<file path="config.mk">
export PLATFORM = sky130hd
export DESIGN_NAME = pc_return_stack_flat
export DESIGN_NICKNAME = d
export VERILOG_FILES = /design/src/rtl/pc_return_stack_if.sv /design/src/rtl/pc_return_stack.sv /design/src/flat_wrapper.sv
export SDC_FILE = /design/constraint.sdc
export NUM_CORES = 1
export LEC_CHECK = 0
export ABC_AREA = 1
export CAP_MARGIN = 5
export CORE_UTILIZATION = 60
export DETAILED_ROUTE_END_ITERATION = 12
export MAX_ROUTING_LAYER = met4
export PLACE_DENSITY = 0.8
export SYNTH_ARGS = -nofsm -noshare
export SYNTH_HDL_FRONTEND = slang
export SYNTH_SLANG_ARGS = --single-unit
</file>
<file path="constraint.sdc">
create_clock -name clk -period 7.16 [get_ports clk]
set_input_delay 1.432 -clock clk [delete_from_list [all_inputs] [get_ports clk]]
set_output_delay 1.432 -clock clk [all_outputs]
set_load 0.03 [all_outputs]
</file>
<file path="src/rtl/pc_return_stack_if.sv">
// pc_return_stack_if: control and status bundle between the fetch control unit and the PC/return stack
interface pc_return_stack_if #(
  parameter int ADDR_WIDTH = 10
);
  logic [ADDR_WIDTH-1:0] dIn;
  logic                  pcLd;
  logic                  pcInc;
  logic                  push;
  logic                  pop;
  logic [ADDR_WIDTH-1:0] pcCount;
  logic [ADDR_WIDTH-1:0] stackTop;
  logic                  empty;
  logic                  full;
  logic                  err;
  modport master (
    output dIn, pcLd, pcInc, push, pop,
    input  pcCount, stackTop, empty, full, err
  );
  modport slave (
    input  dIn, pcLd, pcInc, push, pop,
    output pcCount, stackTop, empty, full, err
  );
endinterface

</file>
<file path="src/rtl/pc_return_stack.sv">
// pc_return_stack: fetch PC register with an integrated return-address stack
module pc_return_stack #(
  parameter int ADDR_WIDTH  = 10,
  parameter int STACK_DEPTH = 16
) (
  input logic                clk,
  input logic                rst,
  pc_return_stack_if.slave   bus
);
  localparam int SPW = $clog2(STACK_DEPTH + 1);
  localparam int IW  = $clog2(STACK_DEPTH);
  logic [ADDR_WIDTH-1:0] pc_q, pc_d;
  logic [SPW-1:0]        sp_q, sp_d;
  logic                  err_q, err_d;
  logic [ADDR_WIDTH-1:0] mem_q [STACK_DEPTH];
  logic [ADDR_WIDTH-1:0] ret;
  logic                  sp_empty, sp_full, push_new, replace, pop_ok, flag, wr_en;
  logic [IW-1:0]         top_idx, wr_idx;
  assign ret      = pc_q + ADDR_WIDTH'(1);
  assign sp_empty = sp_q == '0;
  assign sp_full  = sp_q == SPW'(STACK_DEPTH);
  assign top_idx  = IW'(sp_q - SPW'(1));
  // Decode strobes: push+pop on a non-empty stack rewrites the top in place
  always_comb begin
    push_new = bus.push && (bus.pop ? sp_empty : !sp_full);
    replace  = bus.push && bus.pop && !sp_empty;
    pop_ok   = bus.pop && !bus.push && !sp_empty;
    flag     = (bus.push && !bus.pop && sp_full) || (bus.pop && !bus.push && sp_empty);
    wr_en    = push_new || replace;
    wr_idx   = replace ? top_idx : IW'(sp_q);
    sp_d     = push_new ? sp_q + SPW'(1) : pop_ok ? sp_q - SPW'(1) : sp_q;
    pc_d     = bus.pcLd ? bus.dIn : bus.pcInc ? ret : pc_q;
    err_d    = err_q | flag;
  end
  // PC, occupancy and sticky error state
  always_ff @(posedge clk) begin
    if (rst) begin
      pc_q  <= '0;
      sp_q  <= '0;
      err_q <= 1'b0;
    end else begin
      pc_q  <= pc_d;
      sp_q  <= sp_d;
      err_q <= err_d;
    end
  end
  // Entry storage is not reset; it is invisible while the stack is empty
  always_ff @(posedge clk) begin
    if (wr_en && !rst) mem_q[wr_idx] <= ret;
  end
  assign bus.pcCount  = pc_q;
  assign bus.stackTop = sp_empty ? '0 : mem_q[top_idx];
  assign bus.empty    = sp_empty;
  assign bus.full     = sp_full;
  assign bus.err      = err_q;
endmodule

</file>
<file path="src/flat_wrapper.sv">
// flat-port wrapper written by rule: the top's interface ports become plain ports
module pc_return_stack_flat 
#(
  parameter int ADDR_WIDTH  = 10,
  parameter int STACK_DEPTH = 16
)
  (clk, rst, bus_dIn, bus_pcLd, bus_pcInc, bus_push, bus_pop, bus_pcCount, bus_stackTop, bus_empty, bus_full, bus_err);
  pc_return_stack_if #(.ADDR_WIDTH(ADDR_WIDTH)) bus_i ();
  input logic clk;
  input logic rst;
  input wire logic [$bits(bus_i.dIn)-1:0] bus_dIn;
  input wire logic [$bits(bus_i.pcLd)-1:0] bus_pcLd;
  input wire logic [$bits(bus_i.pcInc)-1:0] bus_pcInc;
  input wire logic [$bits(bus_i.push)-1:0] bus_push;
  input wire logic [$bits(bus_i.pop)-1:0] bus_pop;
  output wire logic [$bits(bus_i.pcCount)-1:0] bus_pcCount;
  output wire logic [$bits(bus_i.stackTop)-1:0] bus_stackTop;
  output wire logic [$bits(bus_i.empty)-1:0] bus_empty;
  output wire logic [$bits(bus_i.full)-1:0] bus_full;
  output wire logic [$bits(bus_i.err)-1:0] bus_err;
  assign bus_i.dIn = bus_dIn;
  assign bus_i.pcLd = bus_pcLd;
  assign bus_i.pcInc = bus_pcInc;
  assign bus_i.push = bus_push;
  assign bus_i.pop = bus_pop;
  assign bus_pcCount = bus_i.pcCount;
  assign bus_stackTop = bus_i.stackTop;
  assign bus_empty = bus_i.empty;
  assign bus_full = bus_i.full;
  assign bus_err = bus_i.err;
  pc_return_stack #(.ADDR_WIDTH(ADDR_WIDTH), .STACK_DEPTH(STACK_DEPTH)) u_core (.clk(clk), .rst(rst), .bus(bus_i));
endmodule
</file>
# ---- Word level (Yosys, flattened, before mapping)
# Memories as Yosys holds them, arrays and structs flattened.
# Index checks and enable logic that the tools add are counted.
dict set report word_totals {
  in_bits 16
  ram_bits 160
  ff_bits 16
  wordCells 37
  out_inout_bits 23
  n_memories 1
}
# name words width read_ports rd_ports_with_merged_regs wr line_no
set mem_list {}
lappend mem_list {u_core.mem_q 16 10 1 0 1 pc_return_stack.sv:15} ;# logic [ADDR_WIDTH-1:0] mem_q [STACK_DEPTH];
dict set report classes {
  n_mux 9
  n_eq_ne 1
  reduce_logical 19
  bitwise 1
  add_sub_neg 3
}
# op count
set ops {}
lappend ops {{10-bit two-way mux} 3}
lappend ops {{10-bit by 1-bit adder with 10-bit output (second input constant)} 1}
lappend ops {{5-bit two-way mux} 2}
lappend ops {{1-bit logical AND} 9}
lappend ops {{5-bit by 1-bit adder with 5-bit output (second input constant)} 1}
lappend ops {{5-bit equality test (second input constant)} 1}
lappend ops {{1-bit zero test} 5}
lappend ops {{5-bit zero test} 1}
lappend ops {{5-bit by 1-bit subtractor with 5-bit output (second input constant)} 1}
lappend ops {{4-bit two-way mux} 1}
lappend ops {{2-bit nonzero test} 2}
lappend ops {{1-bit two-way mux} 3}
lappend ops {{1-bit logical OR} 2}
lappend ops {{1-bit OR} 1}

# ---- Logic depth before layout (Yosys ltp)
dict set report depth {
  depth_word 8
  mapped_depth 12
  mapped_depth_nobuf 9
}

# ---- Worst setup path after synthesis
# No wires, ideal clock.
dict set report synth_timing {
  path_kind {flip-flop to output port}
  start {reg u_core.sp_q[0]}
  end {out bus_stackTop[0]}
  path_stages_with_launch 13
  required_time_ps 5728
  slack_ps 3562
  n_path_buf 4
  arrival_ps 2166
  path_cell_list {dfxtp_1 > inv_2 > buf_2 > buf_2 > ha_1 > buf_2 > inv_1 > clkbuf_1 > nand3_1 > nand3_1 > nand3_1 > o21ai_0 > nor2_1}
}
dict set report synth_via {
  elab_chain_len 3
  elab_cells_between_ends 4
  cone_classes {1 x add/sub; 1 x mux; 1 x reduce/logical; 1 x memory}
}
# element line_no
set synth_lines {}
lappend synth_lines {{from (decl)} pc_return_stack.sv:13} ;# logic [SPW-1:0] sp_q, sp_d;
lappend synth_lines {{from (signal assigned)} pc_return_stack.sv:43} ;# sp_q <= sp_d;
lappend synth_lines {{5-bit by 1-bit subtractor with 5-bit output} pc_return_stack.sv:22} ;# assign top_idx = IW'(sp_q - SPW'(1));
lappend synth_lines {{memory read 16 x 10 bit} --}
lappend synth_lines {{10-bit two-way mux *} pc_return_stack.sv:52} ;# assign bus.stackTop = sp_empty ? '0 : mem_q[top_idx];
lappend synth_lines {{to (decl)} flat_wrapper.sv:17} ;# output wire logic [$bits(bus_i.stackTop)-1:0] bus_stackTop;
# Mark *: on every way between the ends. The rest lies on a longest branch, timed or not.

# ---- Worst setup path after layout
dict set report layout_timing {
  start {reg u_core.sp_q[1]}
  end {out bus_stackTop[9]}
}
# The elaborated chain is that of the path after synthesis.

==> flow_summary.json <==
{
  "drtAntennaViolNets": 0,
  "final_cell_count_no_fill": 950,
  "ys_types": 27,
  "p_leak_nw": 3.28,
  "synth_common_cells": "nand2_1 (231), edfxtp_1 (160), nand3_1 (134)",
  "crit_chain": "inv_1, ha_1, buf_4, inv_1, nand3_1, nand3_1, nand2_1, o21ai_0, nor2_1, clkdlybuf4s50_1",
  "worst_path_largest_cell_delay_ns": 0.68,
  "clock_sinks": 176,
  "io_pins": 39,
  "skew_ns": 0.00455,
  "grt-ovfl-total": 0,
  "grt_pass1_vias": 5516,
  "drt_iter0_drc": 823,
  "vdd_ir_drop_max_mv": 0.259,
  "worstSetupStartpointType": "flip-flop",
  "outcome": "completed",
  "netlist.area_leader.share": 0.626,
  "clock_latency_ns": 0.43,
  "ctsRootBufferMaster": "clkbuf_16",
  "synth_top_flop_cell": "edfxtp_1",
  "crit_slowest_cell": "clkdlybuf4s50_1",
  "crit_path_max_fanout": 53,
  "grt_pass1_wl_mm": 29.4,
  "cts_tree": "done",
  "drc": 0,
  "gp_congestion": 0.926,
  "synth_cells": 728,
  "start_util": 0.626,
  "placed_cells": 918,
  "cts-buffers-inserted": 17,
  "required_ns": 5.73,
  "fp.coreArea_um2": 12300,
  "wl_per_cell_um": 20.0,
  "grt_usage": 0.318,
  "dp_slack_ns": 2.34,
  "routed_wl_mm": 19.0,
  "fillers": 830,
  "fin_util": 0.719,
  "drive_gt1_frac": 0.0793,
  "die_area_um2": 13200,
  "p_per_area_nw_per_um2": 442,
  "clk_pin_slew_worst_paths_ns": 0.06,
  "syn_avg_cell_area_um2": 10.5,
  "die_w_um": 115,
  "post-route-period-util": 0.750,
  "post_cts_resized": 0,
  "synth_area_leaders": "edfxtp_1 (63%), nand2_1 (11%), nand3_1 (8.7%)",
  "endpoint_kind": "primary output",
  "synth.most_common_cell": "nand2_1",
  "diodes": 0,
  "finalWorstSetupSlack_ns": 1.79,
  "dp_hpwl_mm": 11.5,
  "cap_violations": 0,
  "hold_path.class": "reg -> reg",
  "hold_viol": 0,
  "period_minus_slack_ns": 5.37,
  "final_max_slew_viol_count": 0,
  "area_delta_synth_final_pct": 14.8,
  "slew_headroom": 0.258,
  "fin_tns_setup_ns": 0,
  "setup_viol": 0,
  "synth_edf_count": 160,
  "dr.pass1.iters": 6,
  "yosys_warnings": 0,
  "antenna_found_initial": 0,
  "htree_levels": 4,
  "grt_start_max_net_pins": 87,
  "core.rowCount": 40,
  "vias": 5700,
  "async_reset_ff_frac": 0,
  "synthesis.nets": 747,
  "tightest_slew_ns": 1.11,
  "synth_top_cell_by_area": "edfxtp_1",
  "io_buffers": 38,
  "die_y_um": 115,
  "synth_area_um2": 7670,
  "nets": 788,
  "path_class": "reg -> out",
  "clockBufferDepth": 2,
  "critPathArrivalTime_ns": 3.94,
  "timing.fmax_mhz": 186,
  "synth_seq_cells": 176,
  "ys_seq_area_frac": 0.668,
  "cts-hold-fix-buffers": 0,
  "r2r_setup_slack_ns": 3.61,
  "post_cts_buffers": 0,
  "rsz0062_at_grt": "false",
  "viasPerCell": 6.00
}
[power by group]
group | leakage (nW) | switching, W | internal, W
Sequential | 1.60 | 0.0000390 | 0.00119
Combinational | 1.41 | 0.00125 | 0.000548
Clock | 0.271 | 0.000363 | 0.000505
Total | 3.28 | 0.00165 | 0.00224
[final cells by class]
| class | count | area [um2] | area share |
|---|---|---|---|
| clock inverters | 14 | 124 | 0.0141 |
| flip-flops and latches | 176 | 5130 | 0.582 |
| well taps | 168 | 210 | 0.0239 |
| repair buffers | 62 | 561 | 0.0636 |
| inverters | 26 | 97.6 | 0.0111 |
| multi-input cells | 486 | 2260 | 0.257 |
| clock buffers | 18 | 429 | 0.0487 |
[cell usage in the layout, fill, tap and decap left out, drive strengths merged]
cell type        n
ha               3
clkdlybuf4s50   38
nor2            21
edfxtp         160
and2             3
nand2          236
a21oi           30
clkbuf          18
a22oi            5
bufinv           2
a31oi            3
xnor2            2
nand3          136
buf             24
inv             25
xor2             7
nor3            18
clkinv          12
dfxtp           16
clkinvlp         1
o21ai           22
[worst max-delay path, delay by kind of cell (launching register included)]
kind,cells,cell delay [ns]
flops,1,0.41
compound gates,1,0.10
buf+inv,4,1.94
simple gates,4,0.74
fa+ha+maj,1,0.28
[flip-flops by register name, indices dropped and copies added, names as in the netlist]
signal              flops
u_core.bus.err          1
u_core.bus.pcCount     10
u_core.mem_q          160
u_core.sp_q             5
[logic make-up after synthesis]
| family | Yosys count | share of synthesized area |
|---|---|---|
| compound gates | 60 | 0.0413 |
| flops | 176 | 0.668 |
| buf+inv | 66 | 0.0388 |
| xor+xnor | 9 | 0.0103 |
| fa+ha+maj | 3 | 0.00489 |
| simple gates | 414 | 0.237 |
[stage by stage]
step | instance area, um2 | total power [W] | hold WS [ns]
after floorplan | 7670 | 0.00244 | 0.474
after global placement | 8260 | 0.00296 | 0.459
after detailed placement | 8260 | 0.00300 | 0.476
after CTS | 8810 | 0.00387 | 0.492
after global routing | 8810 | 0.00408 | 0.536
final | 8810 | 0.00390 | 0.491
[per-layer routing]
metal	up-vias	GRT usage	share of wire
met5	-	-	0
met3	49	0.0812	0.10
li1	2609	-	-
met2	343	0.476	0.48
met4	0	0.162	0.036
met1	2699	0.406	0.38
[path summary, 6_finish.rpt]
check	endpoint	startpoint	cells past startpoint
setup / recovery	bus_stackTop[9]	u_core.sp_q[1]	10
hold / removal	u_core.bus.err	u_core.bus.err	2
setup reg to reg	u_core.mem_q[15][2]	u_core.sp_q[1]	8
hold reg to reg	u_core.bus.err	u_core.bus.err	2
(Power assumes the default switching activity.)
==> RTL edit, RTL diff (same settings) <==
Take the reset off `pc_q` and load it in a clocked block of its own.
--- a/src/rtl/pc_return_stack.sv
+++ b/src/rtl/pc_return_stack.sv
@@ -36,12 +36,14 @@
   always_ff @(posedge clk) begin
     if (rst) begin
-      pc_q  <= '0;
       sp_q  <= '0;
       err_q <= 1'b0;
     end else begin
-      pc_q  <= pc_d;
       sp_q  <= sp_d;
       err_q <= err_d;
     end
+  end
+
+  always_ff @(posedge clk) begin
+    pc_q <= pc_d;
   end
   // Entry storage is not reset; it is invisible while the stack is empty
Formal check against the unedited RTL: not equivalent (a bounded check fails within 4 cycles, from zero or initial values and one cycle with rst high).
==> RTL edit against the unedited design <==
Setup slack gained 400 ps; wire length shrank 6.5%; count of clock-buffer cells in the layout grew 1; total power shrank 7.7%; synthesized cell count shrank 0.69%; sequential share of layout area grew 1.1 points; sequential cell count is the same; design area is essentially flat; synthesized area grew 0.86%; critical path type unchanged.
==> RTL edit: results (changes against the unedited design) <==
- Main synth FF type: edfxtp_1 (unchanged)
- R2R setup slack: 3780 ps (was 3610 ps)
- Worst Path Max Fanout: 22 (was 53)
- Layout cell share with drive strength beyond 1: 0.0815 (was 0.0793)
- Peak VDD IR: 224 µV (was 259 µV)
- Synth Instances: 723 (was 728)
- Final non-filler cell total: 945 (was 950)
- Diode count: 0 (unchanged)
- Post-synthesis sequential area ratio: 0.675 (was 0.668)
- Half-perimeter wire length after placement: 11100 µm (was 11500 µm)
- R2R cell count: 7 (was 8)
- Total Nets Final: 779 (was 788)
- Vias in the first global route: 5291 (was 5516)
- Worst-Margin Slew: 1300 ps (was 1110 ps)
- Global Route Usage Sum: 0.298 (was 0.318)
- Netlist cell types: 29 (was 27)
- Pre-antenna DRT Iters: 9 (was 6)
- Vias: 5567 (was 5700)
- Worst reg2reg path endpoint: u_core.mem_q[7][0] (was u_core.mem_q[15][2])
- Status: complete, no violations (unchanged)
- Top cell family by delay on the critical path: XOR/XNOR gates (was buffers and inverters)
- First-pass GRT wire length: 27800 µm (was 29400 µm)
- CP max stage cell: xnor2_2 (was clkdlybuf4s50_1)
- DRT iter0 DRCs: 682 (was 823)
- Crit-path max cell delay: 910 ps (was 680 ps)
- Commonest cells post-synth: 248 x nand2_1, 170 x edfxtp_1, 132 x nand3_1 (was 231 x nand2_1, 160 x edfxtp_1, 134 x nand3_1)
- Fill cells: 919 (was 830)
- Arr. time, crit path: 3540 ps (was 3940 ps)
- Gpl congestion: 1.07 (was 0.926)
- Area contributors post-synth: edfxtp_1 66%, nand2_1 12%, nand3_1 8.5%, a21oi_1 1.6%, dfxtp_1 1.6% (was edfxtp_1 63%, nand2_1 11%, nand3_1 8.7%, dfxtp_1 4.2%, a21oi_1 2.0%)
- Clock skew: 6.55 ps (was 4.55 ps)
- Placed Cells: 913 (was 918)
- Detailed Route WL: 17800 µm (was 19000 µm)
- Crit path to: bus_stackTop[0] (was bus_stackTop[9])
- Static Leak: 3.27 nW (was 3.28 nW)
- Syn_nets: 742 (was 747)
-- RTL edit: kinds of logic after synthesis --
logic type,after synthesis,synth area share
simple gates,432,0.242
flops,176,0.675
buf+inv,62,0.0399
compound gates,42,0.0275
xor+xnor,8,0.0110
fa+ha+maj,3,0.00485
-- RTL edit: tightest hold or removal path: stages, from the launching register on --
cell     delay, ps
dfxtp_1        330
o21ai_0         80
inv_1           50
-- RTL edit: report_power, final --
group          total, mW  internal, mW  switching [mW]
Combinational       1.47         0.446            1.03
Clock              0.862         0.479           0.383
Sequential          1.26          1.22          0.0367
Total               3.59          2.15            1.45
-- RTL edit: layer usage --
layer	GRT usage	up-vias	part of all wire
li1	-	2584	-
met1	0.360	2627	0.38
met2	0.470	299	0.49
met3	0.0586	57	0.082
met4	0.173	0	0.047
met5	-	-	0
-- RTL edit: per-stage QoR --
| step | instance area [µm²] | hold WS (ps) | utilization | worst slack [ps] |
|---|---|---|---|---|
| global route | 8820 | 523 | 0.699 | 2010 |
| CTS | 8820 | 478 | 0.699 | 2230 |
| floorplan | 7740 | 522 | - | 3530 |
| global placement | 8270 | 455 | 0.655 | 2770 |
| detailed placement | 8270 | 458 | 0.655 | 2680 |
| finish | 8820 | 480 | 0.699 | 2190 |
-- RTL edit: cell type report --
class | instances | area [µm²] | share of cell area
well taps | 172 | 215 | 0.0244
clock buffers | 19 | 433 | 0.0491
inverters | 22 | 82.6 | 0.00936
multi-input cells | 485 | 2220 | 0.251
flip-flops and latches | 176 | 5230 | 0.593
repair buffers | 58 | 531 | 0.0602
clock inverters | 13 | 115 | 0.0131
